--- config.mk ---
export PLATFORM = sky130hd
export DESIGN_NAME = fetch_stage_flat
export DESIGN_NICKNAME = d
export VERILOG_FILES = /design/src/rtl/fetch_stage_if.sv /design/src/rtl/fetch_stage.sv /design/src/flat_wrapper.sv
export SDC_FILE = /design/constraint.sdc
export NUM_CORES = 1
export LEC_CHECK = 0
export CAP_MARGIN = 20
export CORE_ASPECT_RATIO = 0.9
export CORE_UTILIZATION = 42
export CTS_BUF_LIST = sky130_fd_sc_hd__clkbuf_2
export DETAILED_ROUTE_END_ITERATION = 10
export HOLD_SLACK_MARGIN = 0.06
export PLACE_DENSITY_LB_ADDON = 0.25
export SLEW_MARGIN = 10
export SYNTH_ARGS = -nofsm -noshare
export SYNTH_HDL_FRONTEND = slang
export SYNTH_SLANG_ARGS = --single-unit
--- constraint.sdc ---
create_clock -name clk -period 2 [get_ports clk]
set_input_delay 0.4 -clock clk [delete_from_list [all_inputs] [get_ports clk]]
set_output_delay 0.4 -clock clk [all_outputs]
set_load 0.02 [all_outputs]
--- src/rtl/fetch_stage_if.sv ---
// rtl/fetch_stage_if.sv - instruction-memory read bus between fetch stage and imem
interface fetch_stage_if #(
    parameter int D_WIDTH = 32
);
    logic [D_WIDTH-1:0] imem_addr;
    logic [31:0]        imem_rdata;

    modport master (
        output imem_addr,
        input  imem_rdata
    );

    modport slave (
        input  imem_addr,
        output imem_rdata
    );
endinterface

--- src/rtl/fetch_stage.sv ---
// rtl/fetch_stage.sv - PC register, next-PC select and IF/ID pipeline register
module fetch_stage #(
    parameter int          D_WIDTH   = 32,
    parameter logic [31:0] RESET_PC  = 32'h0000_0000,
    parameter logic [31:0] NOP_INSTR = 32'h0000_0013
) (
    input  logic               clk,
    input  logic               rst,
    input  logic               stall,
    input  logic               pcsrc,
    input  logic [D_WIDTH-1:0] jumpaddress,
    fetch_stage_if.master      imem,
    output logic [31:0]        instr_d,
    output logic [D_WIDTH-1:0] prog_addr_d,
    output logic [D_WIDTH-1:0] pcplus4_d,
    output logic               valid_d,
    output logic               flush_d,
    output logic               misalign
);
    logic [D_WIDTH-1:0] r_pc;
    logic [31:0]        r_instr;
    logic [D_WIDTH-1:0] r_prog_addr;
    logic [D_WIDTH-1:0] r_pcplus4;
    logic               r_valid;
    logic               r_misalign;

    logic [D_WIDTH-1:0] w_pc_plus4;
    logic [D_WIDTH-1:0] w_target;
    logic               w_target_misaligned;

    // Low target bits are dropped, not trapped; misalign only records the event.
    assign w_pc_plus4          = r_pc + D_WIDTH'(4);
    assign w_target            = {jumpaddress[D_WIDTH-1:2], 2'b00};
    assign w_target_misaligned = |jumpaddress[1:0];

    always_ff @(posedge clk) begin
        if (rst) begin
            r_pc <= D_WIDTH'(RESET_PC);
        end else if (pcsrc) begin
            r_pc <= w_target;
        end else if (!stall) begin
            r_pc <= w_pc_plus4;
        end
    end

    // A redirect outranks stall: the stalled instruction is younger and wrong-path.
    always_ff @(posedge clk) begin
        if (rst) begin
            r_instr     <= NOP_INSTR;
            r_prog_addr <= '0;
            r_pcplus4   <= '0;
            r_valid     <= 1'b0;
        end else if (pcsrc) begin
            r_instr <= NOP_INSTR;
            r_valid <= 1'b0;
        end else if (!stall) begin
            r_instr     <= imem.imem_rdata;
            r_prog_addr <= r_pc;
            r_pcplus4   <= w_pc_plus4;
            r_valid     <= 1'b1;
        end
    end

    always_ff @(posedge clk) begin
        if (rst) begin
            r_misalign <= 1'b0;
        end else if (pcsrc && w_target_misaligned) begin
            r_misalign <= 1'b1;
        end
    end

    assign imem.imem_addr = r_pc;
    assign instr_d        = r_instr;
    assign prog_addr_d    = r_prog_addr;
    assign pcplus4_d      = r_pcplus4;
    assign valid_d        = r_valid;
    assign flush_d        = pcsrc;
    assign misalign       = r_misalign;
endmodule

--- src/flat_wrapper.sv ---
// flat-port wrapper written by rule: the top's interface ports become plain ports
module fetch_stage_flat 
#(
    parameter int          D_WIDTH   = 32,
    parameter logic [31:0] RESET_PC  = 32'h0000_0000,
    parameter logic [31:0] NOP_INSTR = 32'h0000_0013
)
  (clk, rst, stall, pcsrc, jumpaddress, instr_d, prog_addr_d, pcplus4_d, valid_d, flush_d, misalign, imem_imem_addr, imem_imem_rdata);
  fetch_stage_if #(.D_WIDTH(D_WIDTH)) imem_i ();
  input  logic clk;
  input  logic rst;
  input  logic stall;
  input  logic pcsrc;
  input  logic [D_WIDTH-1:0] jumpaddress;
  output logic [31:0] instr_d;
  output logic [D_WIDTH-1:0] prog_addr_d;
  output logic [D_WIDTH-1:0] pcplus4_d;
  output logic valid_d;
  output logic flush_d;
  output logic misalign;
  output wire logic [$bits(imem_i.imem_addr)-1:0] imem_imem_addr;
  input wire logic [$bits(imem_i.imem_rdata)-1:0] imem_imem_rdata;
  assign imem_imem_addr = imem_i.imem_addr;
  assign imem_i.imem_rdata = imem_imem_rdata;
  fetch_stage #(.D_WIDTH(D_WIDTH), .RESET_PC(RESET_PC), .NOP_INSTR(NOP_INSTR)) u_core (.clk(clk), .rst(rst), .stall(stall), .pcsrc(pcsrc), .jumpaddress(jumpaddress), .imem(imem_i), .instr_d(instr_d), .prog_addr_d(prog_addr_d), .pcplus4_d(pcplus4_d), .valid_d(valid_d), .flush_d(flush_d), .misalign(misalign));
endmodule
# After elaboration in Yosys (flattened, before gate mapping)
# Cells that the tools add are included.
# W data, S select, Z words.
# op_classes
reduce_logical	4
div	0
magnitude_cmp	0
n_addsub	1
bitwise_logic	2
n_mul	0
muxes	2
eq_ne	1
shifts	0
# op_table
cell	count
$mux W32	2
$add A32 B3 Y32 const B	1
$reduce_or A2 Y1	2
$ne A2 B1 Y1 const B	1
$not A1 Y1	2
$reduce_and A2 Y1	1
$logic_and A1 B1 Y1	1
# word_totals
out_inout_bits	131
input_bits	68
elab_cells	17
latch_bits	0
memories	0
register_bits	130
rom_bits	0
ram_bits	0

# Depth between registers and ports, before layout
# Gate-level depths: netlist of the first run.
# logic_depth
depth_word	3
depth_mapped	7
depth_no_buf	5

# Worst setup path before layout of the first run
# Ideal clock, no wire load.
# synth_timing
kind	reg-to-reg
from	reg u_core.r_pc[2] (netlist: u_core.imem.imem_addr[2])
to	reg u_core.r_pcplus4[28] (netlist: u_core.pcplus4_d[28])
synth_period_minus_slack_ns	2.336
path_stages_with_launch	7
path_buffers	1
setup_slack_ns	-0.336
arrival_time_ns	2.262
t_required_ns	1.926
setup_ns	0.074
path_cell_list	dfxtp_1 ha_1 nand3_2 or4_1 buf_2 or4_1 a31oi_1
# synth_via
elab_chain_cells	1
# synth_rtl
element	line_no	text
start: declaration	fetch_stage.sv:20	logic [D_WIDTH-1:0] r_pc;
start signal: assignment	fetch_stage.sv:38	r_pc <= D_WIDTH'(RESET_PC);
start signal: assignment	fetch_stage.sv:40	r_pc <= w_target;
start signal: assignment	fetch_stage.sv:42	r_pc <= w_pc_plus4;
$add A32 B3 Y32	fetch_stage.sv:32	assign w_pc_plus4 = r_pc + D_WIDTH'(4);
end signal: assignment	fetch_stage.sv:59	r_pcplus4 <= w_pc_plus4;
end: declaration	fetch_stage.sv:23	logic [D_WIDTH-1:0] r_pcplus4;
# No other way between the ends.
# A chain may end at the register's enable or synchronous reset.

# Worst setup path in the final report of the first run
# layout_timing
from	reg u_core.r_pc[3] (netlist: u_core.imem.imem_addr[3])
to	reg u_core.r_pcplus4[28] (netlist: u_core.pcplus4_d[28])
# Same word-level chain as after synthesis.

==> flow_summary_export.csv, run 1 <==
group,metric,value,unit
sta,grt_setup_unrepaired,"yes",
final_layout,layout-drive-gt1-share,0.199,
sta,clock_skew,0.0325,ns
yosys,synthCells,651,
global_routing,grt_remaining_overflow,0,
worst_setup_path,max_stage_delay,0.57,ns
sta,hold_ws,0.240,ns
floorplan,die_area,13500,um^2
yosys,ys_types,46,
yosys,yosys_register_bits,124,
yosys,synthArstFlopShare,0,
power,internal-power,0.00389,W
floorplan,die_h,110,um
worst_setup_path,crit_type,"reg2reg",
yosys,synth-main-ff-cell,"dfxtp_1",
power,combPwrFrac,0.185,
yosys,synthTopCellsByArea,"dfxtp_1 (45%), mux2i_1 (6.0%), nand2_1 (5.7%), nor2_1 (4.6%), a21oi_1 (4.6%)",
final_layout,antenna_cells,0,
sta,hold_violations,0,
placed_design,io_buffers,192,
placed_design,place_ws,-0.0711,ns
sta,slew_headroom,0.659,
floorplan,chipWidth,122,um
run_status,outcome,"finished clean",
global_routing,grt_use_total,0.266,
clocking,htreeDepth,4,
global_routing,antenna_found_initial,0,
worst_setup_path,rrSetupSlack,0.04,ns
run,maxCapViolations,0,
global_routing,busiest_layer,"met2",
worst_setup_path,crit_buf_inv,0,
sta,fin_setup_tns,0,ns
global_routing,gr-usage-met1,0.328,
worst_setup_path,crit_chain,"ha_4 > nand3_4 > or4_4 > or4_4 > a31oi_1",
sta,worstMarginPinSlew,0.511,ns
placed_design,place.gp.congestion,0.856,
yosys,synth_top_area_cell,"dfxtp_1",
worst_setup_path,cp_data_arrival_time,2.61,ns
power,p_leak,3.45,nW
yosys,syn-cell-area,5490,um^2
global_routing,grt_start_max_net_pins,67,
global_routing,met2_usage,0.413,
worst_setup_path,critPathMostFrequentCell,"or4_4",
floorplan,start_util,0.431,
clocking,tritoncts,"done",
detailed_routing,drt_wl_total,17400,um
clocking,numCtsBuffers,17,
clocking,root_buffer,"clkbuf_2",
worst_setup_path,worstSetupEndpointType,"flip-flop",
power,p_sw,0.00158,W
worst_setup_path,critPathTopFamily,"simple AND/OR/NAND/NOR gates",
sta,min_period,1.96,ns
global_routing,met3_usage,0.104,
yosys,synth_edf_count,0,
detailed_routing,vias,5626,
worst_setup_path,critPathMaxFanout,6,
sta,max_freq,0.510,GHz
floorplan,io_pins,199,
clocking,clk_pin_slew,0.17,ns
yosys,avgSynthCellArea,8.43,um^2
power,power_density,676,nW/um^2
sta,slew_viol_final,0,
clocking,clockBufferDepth,2,
sta,fin_crit_sh,0.980,
floorplan,core_area,12700,um^2
global_routing,grt_pass1_wl,27900,um
worst_setup_path,critical_path_required,2.65,ns
yosys,yosysSeqAreaShare,0.452,
yosys,yosysTopAreaCellShare,0.452,
power,power_frac_seq,0.493,
detailed_routing,avgRoutedWirePerCell,16.7,um
power,swShare,0.289,
detailed_routing,first_pass_iters,5,
placed_design,dp_hpwl,12400,um
yosys,ys.warnings.count,0,
sta,finalSetupViolCount,0,
detailed_routing,ant_nets,0,
power,pwr-share-clk,0.323,
detailed_routing,vias_per_cell,5.40,
floorplan,rows,39,
detailed_routing,drc,0,
clocking,clock_latency,0.73,ns
final_layout,fin_util,0.635,
worst_setup_path,critical_path.startpoint_type,"flip-flop",
sta,fin_ws,0.0403,ns
power,ir_drop,517,uV
final_layout,nets,934,
global_routing,grt_pass1_vias,5446,
worst_hold_path,hold_class,"in2reg",
worst_setup_path,slowest_stage,"or4_4",
clocking,clock-sinks,124,
detailed_routing,drt_iter0_drc,441,
final_layout,syn_to_final_growth,47.5,%
[cell usage in the layout (no fill, tap or decap), types with 14 or more instances in the layout]
cell type | netlist | final
a211oi_1 | 14 | 14
a21oi_1 | 50 | 50
buf_2 | 16 | 19
buf_4 | 9 | 60
clkbuf_2 | 2 | 25
clkdlybuf4s50_1 | 0 | 66
dfxtp_1 | 124 | 96
dfxtp_2 | 0 | 17
dlygate4sd2_1 | 0 | 93
mux2i_1 | 33 | 33
nand2_1 | 83 | 83
nor2_1 | 67 | 66
nor3_1 | 15 | 15
o21ai_0 | 41 | 41
or3_1 | 16 | 15
xnor2_1 | 19 | 19
[routing by layer]
metal	routed length [um]	vias to the layer above
li1	-	2737
met1	7420	2626
met2	8020	232
met3	1620	31
met4	359	0
met5	0	-
[layout make-up]
| type | instances | area (um^2) |
|---|---|---|
| clock buffer | 22 | 110 |
| clock inverter | 10 | 146 |
| fill | 1104 | 4640 |
| inverter | 8 | 30.0 |
| multi-input combinational | 453 | 2750 |
| sequential | 124 | 2540 |
| tap | 164 | 205 |
| timing repair buffer | 261 | 2310 |
[state kept, by name (all words and copies together) (netlist names)]
signal	count
u_core.prog_addr_d	30
u_core.pcplus4_d	30
u_core.imem.imem_addr	30
u_core.valid_d	1
u_core.instr_d	32
u_core.misalign	1
[synth_stat cells, drive strengths merged, types with 5 or more instances]
library cell,count
dfxtp,124
nand2,84
nor2,67
a21oi,50
o21ai,41
clkbuf,40
mux2i,33
buf,31
xnor2,19
a311oi,16
or3,16
nand4,15
nor3,15
nor4,15
a211oi,14
a31oi,8
inv,8
nand3,8
or4,8
o31ai,5
[kinds of logic (layout without fill, tap and decap cells)]
logic type / Yosys count / in the layout / synth area share
AOI/OAI and AO/OA: 147 / 147 / 0.167
xor gates and xnor gates: 23 / 23 / 0.0367
adders and majority gates: 1 / 1 / 0.00228
buffers and inverters: 79 / 301 / 0.0657
DFF: 124 / 124 / 0.452
muxes: 33 / 33 / 0.0602
other: 1 / 6 / 0.000683
and+or+nand+nor: 243 / 243 / 0.215
[metrics by stage]
step / cells / cell area, um^2 / total power [W]
6_report: 1042 / 8090 / 0.00547
5_1_grt: 1042 / 8090 / 0.00571
3_3_place_gp: 1004 / 7890 / 0.00379
3_5_place_dp: 1004 / 7890 / 0.00381
4_1_cts: 1041 / 8060 / 0.00550
2_1_floorplan: 656 / 5630 / 0.00328
[path summary, 6_finish.rpt]
kind	to	cells past startpoint	start
min	u_core.imem.imem_addr[9]	3	jumpaddress[9]
max reg2reg	u_core.pcplus4_d[28]	5	u_core.imem.imem_addr[3]
min reg2reg	u_core.valid_d	2	u_core.valid_d
max	u_core.pcplus4_d[28]	5	u_core.imem.imem_addr[3]
[worst min-delay path, cell delays in order]
cell and delay (ns):
clkdlybuf4s50_1 0.40, nor2_1 0.09, a211oi_1 0.05
[timing repair]
action / in CTS / in global routing
gates resized for setup: 205 / 25
buffers inserted: 4 / 1
setup endpoints to repair: 127 / 27
pin swaps: 0 / 2
hold buffers: 1 / 0
endpoints found under the hold margin: 2 / 0
[power groups by stage]
stage	sequential (W)	clock, W	combinational [W]
global route	0.00271	0.00191	0.00108
CTS	0.00269	0.00180	0.00101
global placement	0.00274	0	0.00104
detailed placement	0.00275	0	0.00106
finish	0.00269	0.00176	0.00101
floorplan	0.00288	0	0.000395
Note: power is estimated with default switching activity, not from simulation.
==> inputs of run 2 (changes only) <==
--- a/config.mk
+++ b/config.mk
@@ -5,6 +5,7 @@
 export SDC_FILE = /design/constraint.sdc
 export NUM_CORES = 1
 export LEC_CHECK = 0
+export ABC_CLOCK_PERIOD_IN_PS = 2000
 export CAP_MARGIN = 20
 export CORE_ASPECT_RATIO = 0.9
 export CORE_UTILIZATION = 42
==> results of run 2 <==
No change in the layout: final DEF, timing and power equal those of run 1.
